===== src/rtl/boot_pkg.sv =====
// Shared types and constants for the instruction-memory boot loader.
// Latency: n/a (declarations only).
// Backpressure: n/a.
package boot_pkg;

    typedef enum logic [2:0] {
        LEN_HI,
        LEN_LO,
        DATA,
        CSUM,
        DONE,
        ERR
    } state_t;

    localparam int         BYTES_PER_WORD = 4;
    localparam int         LEN_BYTES      = 2;
    localparam logic [7:0] CSUM_OK        = 8'h00;

endpackage


===== src/rtl/imem_boot_loader_if.sv =====
// Byte-stream handshake plus instruction-memory write port of the boot loader.
// Latency: n/a (wires only).
// Backpressure: in_ready from the loader gates the byte stream.
interface imem_boot_loader_if #(
    parameter int ADDR_W = 8
) ();
    logic              in_valid;
    logic [7:0]        in_data;
    logic              in_ready;
    logic              imem_we;
    logic [ADDR_W-1:0] imem_addr;
    logic [31:0]       imem_wdata;

    modport slave (
        input  in_valid, in_data,
        output in_ready, imem_we, imem_addr, imem_wdata
    );

    modport master (
        output in_valid, in_data,
        input  in_ready, imem_we, imem_addr, imem_wdata
    );
endinterface


===== src/rtl/byte_packer.sv =====
// Packs four stream bytes MSB-first into one 32-bit instruction word.
// Latency: word_valid/word are combinational with the 4th accepted byte.
// Backpressure: none; every byte_vld is consumed.
module byte_packer
    import boot_pkg::*;
(
    input  logic        clk,
    input  logic        rst,
    input  logic        clr,
    input  logic        byte_vld,
    input  logic [7:0]  byte_dat,
    output logic        word_valid,
    output logic [31:0] word
);
    logic [23:0] shift_q;
    logic [1:0]  cnt_q;

    assign word_valid = byte_vld && (cnt_q == 2'(BYTES_PER_WORD - 1));
    assign word       = {shift_q, byte_dat};

    always_ff @(posedge clk) begin
        if (rst || clr) begin
            shift_q <= '0;
            cnt_q   <= '0;
        end else if (byte_vld) begin
            shift_q <= {shift_q[15:0], byte_dat};
            cnt_q   <= cnt_q + 2'd1;
        end
    end
endmodule


===== src/rtl/imem_boot_loader.sv =====
// Loads a length-prefixed, XOR-checksummed image into imem; holds the CPU in reset until it verifies.
// Latency: imem write 1 cycle after a word's 4th byte; done/err 1 cycle after the deciding byte.
// Backpressure: in_ready high in every receive state, low in DONE/ERR until reload.
module imem_boot_loader
    import boot_pkg::*;
#(
    parameter int ADDR_W = 8
) (
    input  logic              clk,
    input  logic              rst,
    imem_boot_loader_if.slave bus,
    input  logic              reload,
    output logic              cpu_rst,
    output logic              busy,
    output logic              done,
    output logic              err,
    output logic [ADDR_W:0]   word_cnt
);
    localparam int DEPTH = 1 << ADDR_W;

    state_t            state_q, state_d;
    logic [7:0]        len_hi_q;
    logic [15:0]       len_q;
    logic [7:0]        xor_q;
    logic [ADDR_W:0]   word_cnt_q;
    logic              imem_we_q;
    logic [ADDR_W-1:0] imem_addr_q;
    logic [31:0]       imem_wdata_q;

    logic              xfer;
    logic              restart;
    logic              word_valid;
    logic [31:0]       word;
    logic [15:0]       len_in;
    logic              last_word;

    assign xfer      = bus.in_valid && bus.in_ready;
    assign restart   = reload && ((state_q == DONE) || (state_q == ERR));
    assign len_in    = {len_hi_q, bus.in_data};
    assign last_word = (32'(word_cnt_q) + 32'd1) == 32'(len_q);

    byte_packer u_packer (
        .clk        (clk),
        .rst        (rst),
        .clr        (restart),
        .byte_vld   (xfer && (state_q == DATA)),
        .byte_dat   (bus.in_data),
        .word_valid (word_valid),
        .word       (word)
    );

    always_ff @(posedge clk) begin
        if (rst) state_q <= LEN_HI;
        else     state_q <= state_d;
    end

    always_comb begin
        state_d = state_q;
        case (state_q)
            LEN_HI: if (xfer) state_d = LEN_LO;
            LEN_LO: begin
                // Oversized images are rejected before any payload is consumed.
                if (xfer) begin
                    if (len_in == 16'd0)                  state_d = CSUM;
                    else if (32'(len_in) > 32'(DEPTH))    state_d = ERR;
                    else                                  state_d = DATA;
                end
            end
            DATA:   if (word_valid && last_word) state_d = CSUM;
            CSUM:   if (xfer) state_d = ((xor_q ^ bus.in_data) == CSUM_OK) ? DONE : ERR;
            DONE,
            ERR:    if (reload) state_d = LEN_HI;
            default: state_d = LEN_HI;
        endcase
    end

    always_comb begin
        bus.in_ready = 1'b0;
        busy         = 1'b0;
        cpu_rst      = 1'b1;
        done         = 1'b0;
        err          = 1'b0;
        case (state_q)
            LEN_HI, LEN_LO, DATA, CSUM: begin
                bus.in_ready = 1'b1;
                busy         = 1'b1;
            end
            DONE: begin
                cpu_rst = 1'b0;
                done    = 1'b1;
            end
            ERR:     err = 1'b1;
            default: ;
        endcase
    end

    always_ff @(posedge clk) begin
        if (rst) begin
            len_hi_q     <= '0;
            len_q        <= '0;
            xor_q        <= '0;
            word_cnt_q   <= '0;
            imem_we_q    <= 1'b0;
            imem_addr_q  <= '0;
            imem_wdata_q <= '0;
        end else begin
            imem_we_q <= word_valid;
            if (word_valid) begin
                imem_addr_q  <= word_cnt_q[ADDR_W-1:0];
                imem_wdata_q <= word;
                word_cnt_q   <= word_cnt_q + {{ADDR_W{1'b0}}, 1'b1};
            end
            if (restart) begin
                xor_q      <= '0;
                word_cnt_q <= '0;
            end else if (xfer) begin
                xor_q <= xor_q ^ bus.in_data;
                if (state_q == LEN_HI) len_hi_q <= bus.in_data;
                if (state_q == LEN_LO) len_q    <= len_in;
            end
        end
    end

    assign bus.imem_we    = imem_we_q;
    assign bus.imem_addr  = imem_addr_q;
    assign bus.imem_wdata = imem_wdata_q;
    assign word_cnt       = word_cnt_q;
endmodule


===== src/flat_wrapper.sv =====
// flat-port wrapper written by rule: the top's interface ports become plain ports
module imem_boot_loader_flat import boot_pkg::*;
#(
    parameter int ADDR_W = 8
)
  (clk, rst, reload, cpu_rst, busy, done, err, word_cnt, bus_in_valid, bus_in_data, bus_in_ready, bus_imem_we, bus_imem_addr, bus_imem_wdata);
  imem_boot_loader_if #(.ADDR_W(ADDR_W)) bus_i ();
  input  logic clk;
  input  logic rst;
  input  logic reload;
  output logic cpu_rst;
  output logic busy;
  output logic done;
  output logic err;
  output logic [ADDR_W:0] word_cnt;
  input wire logic [$bits(bus_i.in_valid)-1:0] bus_in_valid;
  input wire logic [$bits(bus_i.in_data)-1:0] bus_in_data;
  output wire logic [$bits(bus_i.in_ready)-1:0] bus_in_ready;
  output wire logic [$bits(bus_i.imem_we)-1:0] bus_imem_we;
  output wire logic [$bits(bus_i.imem_addr)-1:0] bus_imem_addr;
  output wire logic [$bits(bus_i.imem_wdata)-1:0] bus_imem_wdata;
  assign bus_i.in_valid = bus_in_valid;
  assign bus_i.in_data = bus_in_data;
  assign bus_in_ready = bus_i.in_ready;
  assign bus_imem_we = bus_i.imem_we;
  assign bus_imem_addr = bus_i.imem_addr;
  assign bus_imem_wdata = bus_i.imem_wdata;
  imem_boot_loader #(.ADDR_W(ADDR_W)) u_core (.clk(clk), .rst(rst), .bus(bus_i), .reload(reload), .cpu_rst(cpu_rst), .busy(busy), .done(done), .err(err), .word_cnt(word_cnt));
endmodule

===== config.mk =====
export PLATFORM = sky130hd
export DESIGN_NAME = imem_boot_loader_flat
export DESIGN_NICKNAME = d
export VERILOG_FILES = /design/src/rtl/boot_pkg.sv /design/src/rtl/imem_boot_loader_if.sv /design/src/rtl/byte_packer.sv /design/src/rtl/imem_boot_loader.sv /design/src/flat_wrapper.sv
export SDC_FILE = /design/constraint.sdc
export NUM_CORES = 1
export LEC_CHECK = 0
export ABC_AREA = 1
export CAP_MARGIN = 20
export CORE_MARGIN = 2
export CORE_UTILIZATION = 45
export CTS_BUF_LIST = sky130_fd_sc_hd__clkbuf_8 sky130_fd_sc_hd__clkbuf_16
export DETAILED_ROUTE_END_ITERATION = 6
export PLACE_DENSITY = 0.71
export RECOVER_POWER = 50
export SETUP_SLACK_MARGIN = 0.15
export SKIP_CTS_REPAIR_TIMING = 1
export SLEW_MARGIN = 40
export SYNTH_ARGS = -nofsm -noshare
export SYNTH_HDL_FRONTEND = slang
export SYNTH_SLANG_ARGS = --single-unit

===== constraint.sdc =====
create_clock -name clk -period 1.45 [get_ports clk]
set_input_delay 0.435 -clock clk [delete_from_list [all_inputs] [get_ports clk]]
set_output_delay 0.435 -clock clk [all_outputs]
set_load 0.02 [all_outputs]

==> out/metrics.cfg <==
[outcome]
status = complete, but fails checks
violations = negative setup slack

[power]
fin_total_pwr_w = 0.00616
power_density_nw_per_um2 = 929
ir_drop_v = 0.000702
power_leakage_nw = 2.78

[sta]
fin_ws_ns = -0.289
finClkSkew_ns = 0.0123
setup_viol = 84
tightest_slew_ns = 0.418
min_period_ns = 1.74
max_slew_margin = 0.721
setup_tns_ns = -8.11
clock.fmax_mhz = 575
rsz0062_at_grt = true
finalHoldViolCount = 0
period_share = 1.20
drv_slew = 0

[clock_tree]
cts_buffers = 9
cts_num_sinks = 111
clk_pin_slew_ns = 0.11
htreeDepth = 3
cts_tree = yes
cts_buffer_depth = 2
clk_latency_ns = 0.37
clk_root_buffer_cell = clkbuf_8

[synth]
synth_flop_cell = dfxtp_1
seq_area_frac_synth = 0.490
synth_top_cell_by_area = dfxtp_1
ys_seq_elements = 111
async_flop_share = 0
synth_most_common_cell = nand2_1
ys_warn_count = 0
syn_avg_cell_area_um2 = 7.42
netlist.area_leader.share = 0.490
synth_fp_nets = 625
synthesis.area_um2 = 4540
synth_area_leaders = dfxtp_1 49%, nand2_1 13%, a21oi_1 8.5%
synth-edff-count = 0
netlist_top_cells_count = 163 x nand2_1, 111 x dfxtp_1, 77 x a21oi_1
yosys.cell_types.count = 33
postSynthCellCount = 611

[layout]
synthToLayoutAreaGrowth_pct = 46.2
n_fill_cell = 779
drive_above_1_share = 0.370
fin_nets = 749

[die]
fp.coreArea_um2 = 9770
die_area_um2 = 10900
io_pins = 67
start_util = 0.464
die_x_um = 104
rows = 36
die_y_um = 104

[placed_design]
dp_hpwl_um = 8370
port_buffers = 66
dp_slack_ns = -0.501
gp_congestion = 0.926

[grt]
grt_util_all_layers = 0.217
grt_overflow_total = 0
antenna_found_initial = 1
grt_max_degree = 36
grt_pass1_vias = 4146
grt_pass1_wl_um = 19300

[route]
drc_errors = 0
via_per_inst = 5.20
drt-wirelength-per-cell_um = 15.2
ant_nets = 0
routed_wl_um = 13200
routed-via-count = 4544
drtIter0Drc = 220
drtPass1Iterations = 7

[critical_path]
worstPathRequired_ns = 1.74
worstPathMaxFanout = 5
critPathCaptureType = flip-flop
arrival_ns = 2.03
startpoint_type = flip-flop
critPathKind = flip-flop to flip-flop

[job]
maxCapViolCount = 0

[hold_path]
min_path_type = input pin to flip-flop

cells in the final DEF, fill, tap and decap left out, drive strengths merged, types with 4 or more instances in the layout:
master,netlist,routed
nand2,165,165
buf,17,125
dfxtp,111,111
a21oi,79,79
inv,51,54
nor2,49,49
o21ai,47,47
nand3,45,45
clkbuf,12,16
dlymetal6s2s,0,10
nand4,6,6
xnor2,5,5
a31oi,4,4
nand3b,4,4
xor2,4,4
through the flow:
| step | area (µm²) | util | hold WS [ns] | instances |
|---|---|---|---|---|
| 6_report | 6630 | 0.678 | 0.392 | 874 |
| 3_3_place_gp | 5770 | 0.590 | 0.448 | 837 |
| 5_1_grt | 6630 | 0.678 | 0.396 | 874 |
| 2_1_floorplan | 4600 | - | 0.438 | 611 |
| 4_1_cts | 5980 | 0.612 | 0.467 | 853 |
| 3_5_place_dp | 5770 | 0.590 | 0.453 | 837 |
where the power goes:
part / internal [W] / total (W) / switching (W)
Clock: 0.000872 / 0.00196 / 0.00109
Sequential: 0.00313 / 0.00323 / 0.0000947
Combinational: 0.000464 / 0.000974 / 0.000510
Total: 0.00447 / 0.00616 / 0.00169
critical path, stage by stage (launching register included):
cell and delay, ns:
dfxtp_2 0.41, buf_4 0.13, inv_2 0.04, nor2_4 0.15
nand4_4 0.15, nor2_1 0.14, nand3_1 0.07, nor2_1 0.10
nand3_1 0.11, nand2_2 0.11, nand3_1 0.10, a21oi_1 0.15
path summary, 6_finish.rpt:
path         slack (ns)  depth (start not counted)                         end                        start
min                0.39                          3  u_core.u_packer.shift_q[1]               bus_in_data[1]
max               -0.29                         11           u_core.state_q[2]            u_core.state_q[1]
min reg2reg        0.46                          2   u_core.bus.imem_wdata[27]  u_core.u_packer.shift_q[19]
max reg2reg       -0.29                         11           u_core.state_q[2]            u_core.state_q[1]
cells by family after synthesis:
kind of cell / after synthesis / share of synthesized area
AOI/OAI and AO/OA: 133 / 0.153
and+or+nand+nor: 275 / 0.260
DFF: 111 / 0.490
adders and majority gates: 2 / 0.00552
buffers and inverters: 81 / 0.0737
xor gates and xnor gates: 9 / 0.0174
flip-flops by register name, indices dropped and copies added (netlist names):
name                     count
u_core.len_hi_q              8
u_core.word_cnt              9
u_core.xor_q                 8
u_core.state_q               3
u_core.u_packer.cnt_q        2
u_core.len_q                16
u_core.bus.imem_we           1
u_core.u_packer.shift_q     24
u_core.bus.imem_addr         8
u_core.bus.imem_wdata       32
final cells by class:
| type | instances | area (µm²) | share of cell area |
|---|---|---|---|
| Inverter | 52 | 203 | 0.0306 |
| Antenna cell | 1 | 2.50 | 0.000377 |
| Timing Repair Buffer | 142 | 1520 | 0.229 |
| Clock buffer | 10 | 138 | 0.0208 |
| Sequential cell | 111 | 2310 | 0.349 |
| Tap cell | 133 | 166 | 0.0251 |
| Multi-Input combinational cell | 419 | 2220 | 0.334 |
| Clock inverter | 6 | 72.6 | 0.0109 |
layer usage:
layer | share of wire | routed length, µm | global-route usage | vias to the layer above
met5 | 0 | 0 | 0 | -
met4 | 0.030 | 399 | 0.0975 | 0
met3 | 0.056 | 735 | 0.0388 | 28
met2 | 0.49 | 6510 | 0.358 | 132
met1 | 0.42 | 5600 | 0.276 | 2141
li1 | - | - | - | 2243
Note: power is estimated with default switching activity, not from simulation.
